## src/rtl/spi_byte_tx_if.sv

```systemverilog
// Producer handshake plus SPI pins for spi_byte_tx.
// The transmitter uses the slave view; the byte producer uses the master view.
interface spi_byte_tx_if;
    logic [7:0] data;
    logic       sendEnable;
    logic       sendBusy;
    logic       tx_done;
    logic       spi_sclk;
    logic       spi_mosi;
    logic       spi_cs_n;

    modport slave (
        input  data, sendEnable,
        output sendBusy, tx_done, spi_sclk, spi_mosi, spi_cs_n
    );

    modport master (
        output data, sendEnable,
        input  sendBusy, tx_done, spi_sclk, spi_mosi, spi_cs_n
    );
endinterface

```

## src/rtl/spi_byte_tx.sv

```systemverilog
// SPI mode-0 master that sends one byte per sendEnable handshake.
// Each byte gets its own chip-select window, followed by a chip-select-high gap.
module spi_byte_tx #(
    parameter int CLK_DIV   = 4,
    parameter int CS_GAP    = 4,
    parameter bit LSB_FIRST = 1'b0
) (
    input logic          baseClk,
    input logic          hard_Clr_n,
    spi_byte_tx_if.slave tx
);
    typedef enum logic [2:0] {IDLE, SETUP, SHIFT, HOLD, GAP} state_t;

    localparam logic [7:0] DIV_LAST = 8'(CLK_DIV - 1);
    localparam logic [7:0] GAP_LAST = 8'(CS_GAP - 1);

    state_t     state_q, state_d;
    logic [7:0] div_q, div_d;
    logic [3:0] bit_q, bit_d;
    logic [7:0] shift_q, shift_d;
    logic       armed_q, armed_d;
    logic       busy_q, busy_d;
    logic       sclk_q, sclk_d;
    logic       mosi_q, mosi_d;
    logic       csn_q, csn_d;
    logic       done_q, done_d;

    function automatic logic leadBit(input logic [7:0] v);
        return LSB_FIRST ? v[0] : v[7];
    endfunction

    function automatic logic [7:0] shiftOn(input logic [7:0] v);
        return LSB_FIRST ? (v >> 1) : (v << 1);
    endfunction

    always_ff @(posedge baseClk or negedge hard_Clr_n) begin
        if (!hard_Clr_n) begin
            state_q <= IDLE;
            div_q   <= '0;
            bit_q   <= '0;
            shift_q <= '0;
            armed_q <= 1'b1;
            busy_q  <= 1'b0;
            sclk_q  <= 1'b0;
            mosi_q  <= 1'b0;
            csn_q   <= 1'b1;
            done_q  <= 1'b0;
        end else begin
            state_q <= state_d;
            div_q   <= div_d;
            bit_q   <= bit_d;
            shift_q <= shift_d;
            armed_q <= armed_d;
            busy_q  <= busy_d;
            sclk_q  <= sclk_d;
            mosi_q  <= mosi_d;
            csn_q   <= csn_d;
            done_q  <= done_d;
        end
    end

    // armed re-arms on any low sendEnable cycle so one held level yields one byte
    always_comb begin
        state_d = state_q;
        div_d   = div_q;
        bit_d   = bit_q;
        shift_d = shift_q;
        armed_d = tx.sendEnable ? armed_q : 1'b1;
        busy_d  = busy_q;
        sclk_d  = sclk_q;
        mosi_d  = mosi_q;
        csn_d   = csn_q;
        done_d  = 1'b0;

        case (state_q)
            IDLE: begin
                if (tx.sendEnable && armed_q) begin
                    shift_d = tx.data;
                    mosi_d  = leadBit(tx.data);
                    busy_d  = 1'b1;
                    csn_d   = 1'b0;
                    sclk_d  = 1'b0;
                    div_d   = '0;
                    bit_d   = '0;
                    armed_d = 1'b0;
                    state_d = SETUP;
                end
            end
            SETUP: begin
                if (div_q == DIV_LAST) begin
                    div_d   = '0;
                    bit_d   = '0;
                    sclk_d  = 1'b1;
                    state_d = SHIFT;
                end else begin
                    div_d = div_q + 8'd1;
                end
            end
            SHIFT: begin
                if (div_q == DIV_LAST) begin
                    div_d = '0;
                    if (bit_q == 4'd15) begin
                        state_d = HOLD;
                    end else begin
                        bit_d  = bit_q + 4'd1;
                        sclk_d = ~sclk_q;
                        // falling edge: present the next bit while sclk is low
                        if (sclk_q) begin
                            shift_d = shiftOn(shift_q);
                            mosi_d  = leadBit(shiftOn(shift_q));
                        end
                    end
                end else begin
                    div_d = div_q + 8'd1;
                end
            end
            HOLD: begin
                if (div_q == DIV_LAST) begin
                    div_d   = '0;
                    csn_d   = 1'b1;
                    state_d = GAP;
                end else begin
                    div_d = div_q + 8'd1;
                end
            end
            GAP: begin
                if (div_q == GAP_LAST) begin
                    div_d   = '0;
                    busy_d  = 1'b0;
                    done_d  = 1'b1;
                    mosi_d  = 1'b0;
                    state_d = IDLE;
                end else begin
                    div_d = div_q + 8'd1;
                end
            end
            default: begin
                state_d = IDLE;
                div_d   = '0;
                bit_d   = '0;
                shift_d = '0;
                busy_d  = 1'b0;
                sclk_d  = 1'b0;
                mosi_d  = 1'b0;
                csn_d   = 1'b1;
                done_d  = 1'b0;
            end
        endcase
    end

    assign tx.sendBusy = busy_q;
    assign tx.tx_done  = done_q;
    assign tx.spi_sclk = sclk_q;
    assign tx.spi_mosi = mosi_q;
    assign tx.spi_cs_n = csn_q;
endmodule

```

## src/flat_wrapper.sv

```systemverilog
// flat-port wrapper written by rule: the top's interface ports become plain ports
module spi_byte_tx_flat 
#(
    parameter int CLK_DIV   = 4,
    parameter int CS_GAP    = 4,
    parameter bit LSB_FIRST = 1'b0
)
  (baseClk, hard_Clr_n, tx_data, tx_sendEnable, tx_sendBusy, tx_tx_done, tx_spi_sclk, tx_spi_mosi, tx_spi_cs_n);
  spi_byte_tx_if tx_i ();
  input logic baseClk;
  input logic hard_Clr_n;
  input wire logic [$bits(tx_i.data)-1:0] tx_data;
  input wire logic [$bits(tx_i.sendEnable)-1:0] tx_sendEnable;
  output wire logic [$bits(tx_i.sendBusy)-1:0] tx_sendBusy;
  output wire logic [$bits(tx_i.tx_done)-1:0] tx_tx_done;
  output wire logic [$bits(tx_i.spi_sclk)-1:0] tx_spi_sclk;
  output wire logic [$bits(tx_i.spi_mosi)-1:0] tx_spi_mosi;
  output wire logic [$bits(tx_i.spi_cs_n)-1:0] tx_spi_cs_n;
  assign tx_i.data = tx_data;
  assign tx_i.sendEnable = tx_sendEnable;
  assign tx_sendBusy = tx_i.sendBusy;
  assign tx_tx_done = tx_i.tx_done;
  assign tx_spi_sclk = tx_i.spi_sclk;
  assign tx_spi_mosi = tx_i.spi_mosi;
  assign tx_spi_cs_n = tx_i.spi_cs_n;
  spi_byte_tx #(.CLK_DIV(CLK_DIV), .CS_GAP(CS_GAP), .LSB_FIRST(LSB_FIRST)) u_core (.baseClk(baseClk), .hard_Clr_n(hard_Clr_n), .tx(tx_i));
endmodule
```

## config.mk

```make
export PLATFORM = sky130hd
export DESIGN_NAME = spi_byte_tx_flat
export DESIGN_NICKNAME = d
export VERILOG_FILES = /design/src/rtl/spi_byte_tx_if.sv /design/src/rtl/spi_byte_tx.sv /design/src/flat_wrapper.sv
export SDC_FILE = /design/constraint.sdc
export NUM_CORES = 1
export LEC_CHECK = 0
export CORE_AREA = 10 10 63 65
export CTS_CLUSTER_SIZE = 16
export DETAILED_ROUTE_END_ITERATION = 10
export DIE_AREA = 0 0 73 75
export PLACE_DENSITY_LB_ADDON = 0.3
export SLEW_MARGIN = 20
export SYNTH_ARGS = -nofsm -noshare
export SYNTH_HDL_FRONTEND = slang
export SYNTH_SLANG_ARGS = --single-unit
```

## constraint.sdc

```tcl
create_clock -name baseClk -period 5.5 [get_ports baseClk]
set_input_delay 1.1 -clock baseClk [delete_from_list [all_inputs] [get_ports baseClk]]
set_output_delay 1.1 -clock baseClk [all_outputs]
set_load 0.1 [all_outputs]
```

==> Word level (Yosys, flattened, before mapping) <==
Index checks and enable logic that the tools add are counted.
{ "word_totals": {"wordCells": 85, "mem_count": 0, "latchBits": 0, "in_bits": 11, "romBits": 0, "ram_bits": 0, "reg_bits": 28} }
{ "classes": {"n_shift": 0, "muxes": 39, "eq_ne": 14, "div": 0, "bitwise": 6, "reduce_logical": 14, "addsub": 2, "n_lt_le_gt_ge": 0, "multipliers": 0} }
{ "ops": {"columns": ["operator", "n"], "rows": [
  ["$mux 7", 4],
  ["$pmux 7 s3", 1],
  ["$mux 3", 6],
  ["$mux 4", 4],
  ["$mux 8", 2],
  ["$pmux 4 s4", 1],
  ["$pmux 8 s2", 1],
  ["$mux 1", 15],
  ["$pmux 3 s5", 1],
  ["$ne 2x1->1 const B", 7],
  ["$reduce_and 6->1", 2],
  ["$reduce_and 5->1", 2],
  ["$reduce_or 3->1", 3],
  ["$add 8x1->8 const B", 1],
  ["$eq 8x2->1 const B", 1],
  ["$pmux 1 s4", 2],
  ["$eq 3x2->1 const B", 2],
  ["$not 1->1", 6],
  ["$pmux 1 s3", 2],
  ["$reduce_and 3->1", 2],
  ["$add 4x1->4 const B", 1],
  ["$eq 4x4->1 const B", 1],
  ["$reduce_or 2->1", 2],
  ["$reduce_or 4->1", 1],
  ["other kinds (5)", 5]
]} }

==> Logic depth before layout (Yosys ltp) <==
Gate-level depths: netlist of the first run.
{ "logic_depth": {"ltp_word": 4, "ltp_mapped": 6, "ltp_nobuf": 5} }

==> Worst setup path before layout of the first run <==
No wires, ideal clock.
{ "synth_timing": {"kind": "in2reg", "startpoint": "input tx_sendEnable", "endpoint": "register u_core.bit_q[1]", "path_stages": 5, "arrival_ns": 1.997, "required_time_ns": 5.375, "slack_ns": 3.378, "path_cell_list": "nand2_1 and2_1 buf_2 a211oi_2 mux2_2"} }
{ "synth_between": {"elab_chain_cells": 3} }
{ "synth_lines": {"columns": ["element", "line_no", "rtl"], "rows": [
  ["from (decl)", "flat_wrapper.sv:13", "input wire logic [$bits(tx_i.sendEnable)-1:0] tx_sendEnable;"],
  ["$logic_and 1x1->1", "spi_byte_tx.sv:77", "if (tx.sendEnable && armed_q) begin"],
  ["$ne 2x1->1 (no source line)", null, null],
  ["$reduce_and 5->1 (no source line)", null, null],
  ["to (signal assigned)", "spi_byte_tx.sv:51", "bit_q <= bit_d;"],
  ["to (decl)", "spi_byte_tx.sv:19", "logic [3:0] bit_q, bit_d;"]
]} }
Every way passes these cells.
A chain may end at the register's enable or synchronous reset.

==> Worst setup path after layout of the first run <==
{ "layout_timing": {"startpoint": "register u_core.csn_q (netlist: u_core.tx.spi_cs_n)", "endpoint": "output tx_spi_cs_n"} }
{ "layout_lines": {"columns": ["element", "line_no", "rtl"], "rows": [
  ["from (decl)", "spi_byte_tx.sv:25", "logic csn_q, csn_d;"],
  ["from (signal assigned)", "spi_byte_tx.sv:57", "csn_q <= csn_d;"],
  ["to (decl)", "flat_wrapper.sv:18", "output wire logic [$bits(tx_i.spi_cs_n)-1:0] tx_spi_cs_n;"]
]} }
No word-level cell between the ends.

==> results of run 1 <==
[per-layer routing]
layer  part of all wire, %  track usage [%]  vias to the layer above
met5                     0                0                        -
met4                   1.0             4.22                        0
met3                   5.7             2.10                        4
met2                    49             20.4                       50
met1                    44             15.4                      582
li1                      -                -                      597
[placed cells by master (no fill, tap or decap), types with 2 or more instances in the layout]
cell,synthesis,layout
a21o_1,3,3
a211o_2,2,2
or4_1,2,2
mux2i_1,9,9
or3b_2,2,2
nand3_1,7,7
nor3b_1,2,2
clkbuf_4,0,3
clkdlybuf4s50_1,0,15
a21oi_1,4,4
ha_1,2,2
a211oi_1,2,2
nand2_1,11,11
inv_1,6,6
dfrtp_1,26,26
mux2_2,8,8
nor3_1,4,4
o211ai_1,3,3
dfstp_2,2,2
o21ai_0,10,10
xnor2_1,3,3
o21a_1,2,2
nor2_1,19,19
[worst max path at each step]
stage / from / end / slack [ps] / cells past startpoint
floorplan: tx_sendEnable / u_core.bit_q[1] / 3380 / 5
global placement: u_core.tx.spi_cs_n / tx_spi_cs_n / 2740 / 1
detailed placement: u_core.tx.spi_cs_n / tx_spi_cs_n / 2720 / 1
CTS: u_core.tx.spi_cs_n / tx_spi_cs_n / 2330 / 1
global route: u_core.tx.spi_cs_n / tx_spi_cs_n / 2300 / 1
finish: u_core.tx.spi_cs_n / tx_spi_cs_n / 2330 / 1
[metrics by stage]
| step | total power [mW] | instances |
|---|---|---|
| after floorplan | 0.211 | 159 |
| after global placement | 0.223 | 198 |
| after detailed placement | 0.224 | 198 |
| after CTS | 0.326 | 202 |
| after global routing | 0.333 | 202 |
| final | 0.325 | 202 |
[logic make-up (layout without fill, tap and decap cells)]
family	count (synthesis)	count (layout)	synth area share, %
AOI/OAI and AO/OA	34	34	15.4
xor gates and xnor gates	4	4	2.21
adders and majority gates	2	2	1.58
buffers and inverters	14	26	4.41
DFF	28	28	44.3
muxes	17	17	11.3
and+or+nand+nor	60	60	20.7
[Yosys cell counts, types with 3 or more instances]
cell	count	share of area, %
a21o_1	3	1.4
a21oi_1	4	1.3
dfrtp_1	26	41
inv_1	6	1.4
mux2_2	8	5.7
mux2i_1	9	5.7
nand2_1	11	2.6
nand3_1	7	2.2
nor2_1	19	4.5
nor3_1	4	1.3
o211ai_1	3	1.4
o21ai_0	10	3.2
xnor2_1	3	1.7
[power groups by stage]
| stage | clock network, mW | logic (mW) | registers, mW |
|---|---|---|---|
| after floorplan | 0 | 0.00166 | 0.210 |
| after global routing | 0.112 | 0.0151 | 0.206 |
| after detailed placement | 0 | 0.0140 | 0.210 |
| after global placement | 0 | 0.0135 | 0.210 |
| after CTS | 0.106 | 0.0140 | 0.206 |
| final | 0.105 | 0.0136 | 0.206 |
[final cells by class]
cell class / instances / area, sq um
fill: 215 / 937
multi-input combinational: 117 / 815
sequential: 28 / 703
timing repair buffer: 16 / 158
tap: 31 / 38.8
clock buffer: 4 / 36.3
inverter: 6 / 22.5
[flip-flops by register name, indices dropped and copies added (netlist names), 3 cells and up]
register	count
u_core.state_q	3
u_core.bit_q	4
u_core.div_q	8
u_core.shift_q	7
==> run metrics, run 1 <==
via count 1233; distinct cell type count after synthesis 48; Critical path buffers and inverters 1; Syn Area/Cell 9.99 sq um; Worst EP arrival 2070 ps; max-slew headroom at the worst pin 34.9%; CTS tree built; Crit path largest cell delay 1140 ps; post-CTS setup buffer count 0; net switching power 0.0703 mW; total negative setup slack 0 ps; syn nets 172; Reg clk slew, reported paths 160 ps; CP Max Fanout 4; FF+latch count, synth 28; later-pin clock latency in the skew report 340 ps; post-CTS sizing 0; final core occ 65.4%; violations in the final reports design-rule violations; Final Critical Period 3170 ps; Die Y 75 um; sequential area share after synthesis 44.3%; vias in the first global route 1231; dpl ws 2720 ps; hold buffers post-CTS 0; Clk pwr share 32.3%; Post-synth EDFFs 0; PwrDens 183 mW/mm^2; Synth async-reset ratio 100%; gpl congestion 0.870; hold slack 517 ps; Critical-path top delay cell clkdlybuf4s50_1; Slew @ Worst Pin 974 ps; core area 0.00271 sq mm; worst r2r path cells 4; GRT Util Overall 12.2%; crit path cell chain clkdlybuf4s50_1; Die ar. 0.00548 sq mm; CTS Buffer Depth 2; worst reg2reg endpoint u_core.tx.spi_cs_n; Layout Area Growth over Synthesis 11.7%; Final #Nets 185; worst hold path class flip-flop to flip-flop; DRT iter0 DRCs 76; Initial DRT Pass Iterations 9; Antenna diodes 0; final setup margin 2330 ps; layout cells sized above 1 15.8%; Seq pwr share 63.5%; final setup violation count 0; Gate power share 4.2%; HP Start u_core.bit_q[0]; WL per Instance 15.8 um; clk sink count 28; status finished with violations; RSZ-0062 raised after global routing false; Ports 16; CP required 4400 ps; Top FF cell, synth dfrtp_1; design area 0.00177 sq mm; wirelength, routed 3200 um; synthesized area 0.00159 sq mm; hold path endpoint u_core.bit_q[0]; Reg2Reg Setup Slack 3120 ps; critical path class flip-flop to primary output; Rows 19; initial core utilization 58.6%; clock root cell clkbuf_4; switch share 21.7%; Final Hold Vio Count 0; worst vdd ir 0.135 mV; Routed Antenna Nets 0; via/cell ratio 6.10; GRT overflow 0; DP HPWL 2320 um; Worst setup EP type primary output; first-pass GRT wire length 5440 um; drt drc 1; Internal 0.254 mW; dpl cell area 0.00174 sq mm; Final period util 57.6%; CP delay by family, top buffers and inverters; Worst Hold Depth 1; Yosys Warn Count 0; maximum clock frequency 0.315 GHz; Die W 73 um; H-Tree Depth 1; Max-cap violations 0; RR Startpoint u_core.state_q[1]; # port buffers 15; Slew Limit Fails 0; largest net degree at the start of global routing 29; Worst Setup Start Kind flip-flop; cells after synthesis 159; P_leak 0.718 nW; initial antenna violation count 0; CTS buffer count 3; Worst Skew 7.96 ps
No activity file was read; power rests on OpenSTA's default activity.
==> run 2, diff against run 1 <==
--- a/config.mk
+++ b/config.mk
@@ -5,10 +5,10 @@
 export SDC_FILE = /design/constraint.sdc
 export NUM_CORES = 1
 export LEC_CHECK = 0
-export CORE_AREA = 10 10 63 65
+export CORE_AREA = 10 10 65 67
 export CTS_CLUSTER_SIZE = 16
 export DETAILED_ROUTE_END_ITERATION = 10
-export DIE_AREA = 0 0 73 75
+export DIE_AREA = 0 0 75 77
 export PLACE_DENSITY_LB_ADDON = 0.3
 export SLEW_MARGIN = 20
 export SYNTH_ARGS = -nofsm -noshare
==> constraint.sdc (replaced) <==
create_clock -name baseClk -period 3.1 [get_ports baseClk]
set_input_delay 0.62 -clock baseClk [delete_from_list [all_inputs] [get_ports baseClk]]
set_output_delay 0.62 -clock baseClk [all_outputs]
set_load 0.1 [all_outputs]
==> run metrics, run 2 (synthesis results as in run 1) <==
gpl congestion 0.828 (-4.8%); Worst Hold Depth 1 (unchanged); Final #Nets 185 (unchanged); status finished clean; DRT iter0 DRCs 77 (+1.3%); CTS tree built; WL per Instance 15.3 um (-3.3%); largest net degree at the start of global routing 29 (unchanged); layout cells sized above 1 18.7% (+2.9 points); GRT Util Overall 11.4% (-0.76 points); critical path class flip-flop to flip-flop; CP Max Fanout 23 (+19); Final Hold Vio Count 0 (unchanged); CP required 3340 ps (-1060 ps); dpl cell area 0.00173 sq mm (-0.58%); initial antenna violation count 0 (unchanged); PwrDens 357 mW/mm^2 (+95%); DP HPWL 2280 um (-1.8%); wirelength, routed 3120 um (-2.3%); design area 0.00178 sq mm (+0.35%); Die ar. 0.00578 sq mm (+5.5%); Worst Setup Start Kind flip-flop; P_leak 0.731 nW (+1.8%); RSZ-0062 raised after global routing false; CTS buffer count 3 (unchanged); worst vdd ir 0.191 mV (+41%); Final Non-Filler Cells 204 (+0.99%); Layout Area Growth over Synthesis 12.1%; most common cell after layout, fill and taps aside dfrtp_1; vias in the first global route 1238 (+0.57%); Filler Cells Inserted 268 (+25%); Regs by FF count u_core.div_q (8), u_core.shift_q (7), u_core.bit_q (4); Die Y 77 um (+2.7%); core area 0.00298 sq mm (+9.9%); Routed Antenna Nets 0 (unchanged); final core occ 59.7% (-5.7 points); CTS Buffer Depth 2 (unchanged); Final period util 74.4%; Worst setup EP type flip-flop; HP Start u_core.tx.sendBusy; Reg2Reg Setup Slack 800 ps (-2320 ps); Antenna diodes 0 (unchanged); initial core utilization 53.3% (-5.3 points); later-pin clock latency in the skew report 350 ps (about the same); crit path cell chain nor3_1 -> and2_1 -> a211oi_2 -> mux2_2; Die W 75 um (+2.7%); Slew @ Worst Pin 806 ps (-168 ps); GRT overflow 0 (unchanged); worst reg2reg endpoint u_core.bit_q[1]; Max-cap violations 0 (unchanged); via/cell ratio 5.84 (-4.3%); Reg clk slew, reported paths 160 ps (about the same); Rows 20 (+1); Initial DRT Pass Iterations 4 (-5); worst r2r path cells 4 (unchanged); H-Tree Depth 1 (unchanged); Reg with most FFs u_core.div_q; Worst EP arrival 2540 ps (+470 ps); RR Startpoint u_core.state_q[1]; Register Area 703 sq um (unchanged); Crit path largest cell delay 710 ps (-430 ps); post-CTS sizing 0 (unchanged); Slew Limit Fails 0 (unchanged); via count 1192 (-3.3%); post-CTS setup buffer count 0 (unchanged); # port buffers 15 (unchanged); clock root cell clkbuf_4; CP delay by family, top simple AND/OR/NAND/NOR gates; worst hold path class flip-flop to flip-flop; Worst Skew 11.6 ps (+3.65 ps); Ports 16 (unchanged); drt drc 0 (-1); first-pass GRT wire length 5440 um (unchanged); Cells after DPL 200 (+1.0%); Final Critical Period 2300 ps; dpl ws 803 ps (-1920 ps); most frequent cells in the layout dfrtp_1, nor2_1, nand2_1; final setup margin 795 ps (-1530 ps); hold buffers post-CTS 0 (unchanged); Critical-path top delay cell dfrtp_1; max-slew headroom at the worst pin 46.2% (+11 points); final setup violation count 0 (unchanged); hold path endpoint u_core.tx.sendBusy; maximum clock frequency 0.434 GHz; total negative setup slack 0 ps (unchanged); Critical path buffers and inverters 0 (-1); clk sink count 28 (unchanged); Multi-input gate area 815 sq um (unchanged); max FFs per register 8 (unchanged)
==> run 2: layer usage <==
layer	routed length (um)	up-vias	GRT usage, %	share of wire, %
met3	118	9	2.06	3.8
met4	78	0	4.73	2.5
met1	1460	565	14.5	47
li1	-	593	-	-
met5	0	-	0	0
met2	1470	25	18.1	47
==> run 2: how the worst max path moves through the flow <==
| stage | slack (ps) | endpoint | cells after the start | from |
|---|---|---|---|---|
| final | 800 | u_core.bit_q[1] | 4 | u_core.state_q[1] |
| after CTS | 810 | u_core.bit_q[1] | 4 | u_core.state_q[1] |
| after detailed placement | 800 | u_core.bit_q[1] | 5 | tx_sendEnable |
| after global routing | 580 | u_core.bit_q[1] | 4 | u_core.state_q[1] |
| after global placement | 880 | u_core.bit_q[1] | 5 | tx_sendEnable |
| after floorplan | 1070 | u_core.shift_q[1] | 4 | u_core.tx.spi_sclk |
==> run 2: stage by stage <==
step	power, mW	hold WS (ps)
3_5_place_dp	0.396	488
2_1_floorplan	0.375	324
5_1_grt	0.651	538
3_3_place_gp	0.396	484
6_report	0.635	517
4_1_cts	0.636	522
==> run 2: cell type report <==
class,count,area share [%]
multi-input combinational,117,45.8
sequential,28,39.5
timing repair buffer,16,8.16
tap,33,2.32
clock inverter,1,1.69
clock buffer,3,1.27
inverter,6,1.27
==> run 2: power breakdown <==
group          switching, mW  internal, mW
registers                  0         0.366
clock network          0.115         0.131
logic                 0.0101        0.0134
==> run 3, diff against run 2 <==
--- a/config.mk
+++ b/config.mk
@@ -5,10 +5,10 @@
 export SDC_FILE = /design/constraint.sdc
 export NUM_CORES = 1
 export LEC_CHECK = 0
-export CORE_AREA = 10 10 65 67
+export CORE_AREA = 10 10 68 70
 export CTS_CLUSTER_SIZE = 16
 export DETAILED_ROUTE_END_ITERATION = 10
-export DIE_AREA = 0 0 75 77
+export DIE_AREA = 0 0 78 80
 export PLACE_DENSITY_LB_ADDON = 0.3
 export SLEW_MARGIN = 20
 export SYNTH_ARGS = -nofsm -noshare
==> constraint.sdc (replaced) <==
create_clock -name baseClk -period 2 [get_ports baseClk]
set_input_delay 0.4 -clock baseClk [delete_from_list [all_inputs] [get_ports baseClk]]
set_output_delay 0.4 -clock baseClk [all_outputs]
set_load 0.1 [all_outputs]
==> run metrics, run 3 (synthesis results as in run 1) <==
WL per Instance 14.5 um (-5.0%); RSZ-0062 raised after global routing false; layout cells sized above 1 24.3% (+5.6 points); Final period util 96.0% (+22 points); max-slew headroom at the worst pin 73.3% (+27 points); drt drc 0 (unchanged); post-CTS setup buffer count 0 (unchanged); dpl cell area 0.00183 sq mm (+6.1%); Die ar. 0.00624 sq mm (+8.1%); CTS buffer count 3 (unchanged); first-pass GRT wire length 5600 um (+3.0%); CP delay by family, top simple AND/OR/NAND/NOR gates; most common cell after layout, fill and taps aside dfrtp_1; largest net degree at the start of global routing 29 (unchanged); critical path class flip-flop to flip-flop; Worst Skew 11.4 ps (-0.257 ps); Worst Setup Start Kind flip-flop; CTS tree built; worst r2r path cells 6 (+2); DP HPWL 2500 um (+9.6%); M1 GR Usage 13.2% (-1.3 points); Reg clk slew, reported paths 160 ps (about the same); RR Startpoint u_core.div_q[1]; CTS Buffer Depth 2 (unchanged); Reg with most FFs u_core.div_q; status finished clean; later-pin clock latency in the skew report 330 ps (-20 ps); wirelength, routed 3300 um (+5.7%); Layout Area Growth over Synthesis 19.1%; clock root cell clkbuf_4; Slew Limit Fails 0 (unchanged); clk sink count 28 (unchanged); Register Area 704 sq um (+0.18%); GR Layer Usage met3 3.15% (+1.1 points); GRT Util Overall 10.9% (-0.51 points); Initial DRT Pass Iterations 4 (unchanged); Final Critical Period 1920 ps (-384 ps); initial core utilization 48.3% (-5.0 points); DRT iter0 DRCs 63 (-18%); via count 1258 (+5.5%); CP Max Fanout 6 (-74%); most frequent cells in the layout dfrtp_1, nor2_1, buf_4; Final #Nets 195 (+5.4%); Worst setup EP type flip-flop; worst vdd ir 0.343 mV (+80%); initial antenna violation count 0 (unchanged); worst hold path class input port to async pin; total negative setup slack 0 ps (unchanged); # port buffers 15 (unchanged); Reg2Reg Setup Slack 80 ps (-720 ps); met2 Usage GRT 18.1% (-0.035 points); Ports 16 (unchanged); Multi-input gate area 821 sq um (+0.77%); final core occ 57.6% (-2.2 points); Max-cap violations 0 (unchanged); vias in the first global route 1229 (-0.73%); crit path cell chain ha_1 -> nor4b_4 -> buf_4 -> nand2_1 -> or4_1 -> o211ai_1; Antenna diodes 0 (unchanged); Slew @ Worst Pin 399 ps (-408 ps); Final Hold Vio Count 0 (unchanged); Worst EP arrival 2180 ps (-360 ps); P_leak 0.792 nW (+8.3%); max FFs per register 8 (unchanged); Routed Antenna Nets 0 (unchanged); GRT overflow 0 (unchanged); Crit path largest cell delay 520 ps (-190 ps); gpl congestion 0.904 (+9.1%); Critical path buffers and inverters 1 (+1); design area 0.00189 sq mm (+6.3%); Regs by FF count u_core.div_q (8), u_core.shift_q (7), u_core.bit_q (4); maximum clock frequency 0.521 GHz (+20%); Rows 21 (+5.0%); final setup violation count 0 (unchanged); Die W 78 um (+4.0%); CP required 2260 ps (-1080 ps); H-Tree Depth 1 (unchanged); hold slack 421 ps (-96.3 ps); via/cell ratio 5.54 (-5.2%); worst reg2reg endpoint u_core.bit_q[3]; Filler Cells Inserted 287 (+7.1%); core area 0.00328 sq mm (+10%); Die Y 80 um (+3.9%); GRT Max-Usage Layer met2; Critical-path top delay cell or4_1; PwrDens 519 mW/mm^2 (+46%)
==> run 3: cell types whose count changed in the layout (fill, tap and decap cells not counted), sizes merged <==
cell | before | now
buf | 6 | 16
==> run 3: final cells by class <==
| cell class | instances | share of cell area (%) |
|---|---|---|
| multi-input combinational | 117 | 43.4 |
| clock inverter | 1 | 1.59 |
| tap | 46 | 3.04 |
| timing repair buffer | 26 | 12.3 |
| inverter | 6 | 1.19 |
| sequential | 28 | 37.3 |
| clock buffer | 3 | 1.19 |
==> run 3: worst register-to-register path, cell delays in order (launching register included) <==
cell      delay [ps]
dfrtp_1          420
ha_1             230
nor4b_4          260
buf_4            190
nand2_1          120
or4_1            520
o211ai_1         100
==> run 3: repair_timing <==
item,in CTS,in global routing
hold buffers,0,0
gates resized for setup,0,1
setup endpoints to repair,0,7
==> run 3: how the worst max path moves through the flow <==
stage / startpoint / endpoint / slack (ps) / depth (start not counted)
after floorplan: u_core.div_q[0] / u_core.shift_q[1] / 150 / 5
after global placement: tx_sendEnable / u_core.bit_q[1] / 110 / 5
after detailed placement: u_core.div_q[1] / u_core.shift_q[2] / 100 / 5
after CTS: u_core.div_q[1] / u_core.shift_q[2] / 60 / 5
after global routing: u_core.div_q[1] / u_core.bit_q[3] / 2 / 6
final: u_core.div_q[1] / u_core.bit_q[3] / 80 / 6
==> run 3: power breakdown <==
part           switching [mW]  internal [mW]  leakage (nW)
registers                   0          0.567         0.327
logic                  0.0170         0.0209         0.437
clock network           0.175          0.203        0.0279
==> run 3: layer usage <==
| layer | vias to the layer above | wire length [um] |
|---|---|---|
| met4 | 0 | 22 |
| met2 | 35 | 1560 |
| met3 | 2 | 161 |
| li1 | 614 | - |
| met5 | - | 0 |
| met1 | 607 | 1560 |
==> run 3: metrics by stage <==
step / std cells / worst slack [ps] / power, mW
global route: 227 / 2.10 / 1.01
CTS: 227 / 57.5 / 0.988
global placement: 223 / 111 / 0.614
floorplan: 159 / 149 / 0.582
detailed placement: 223 / 101 / 0.616
finish: 227 / 79.5 / 0.982
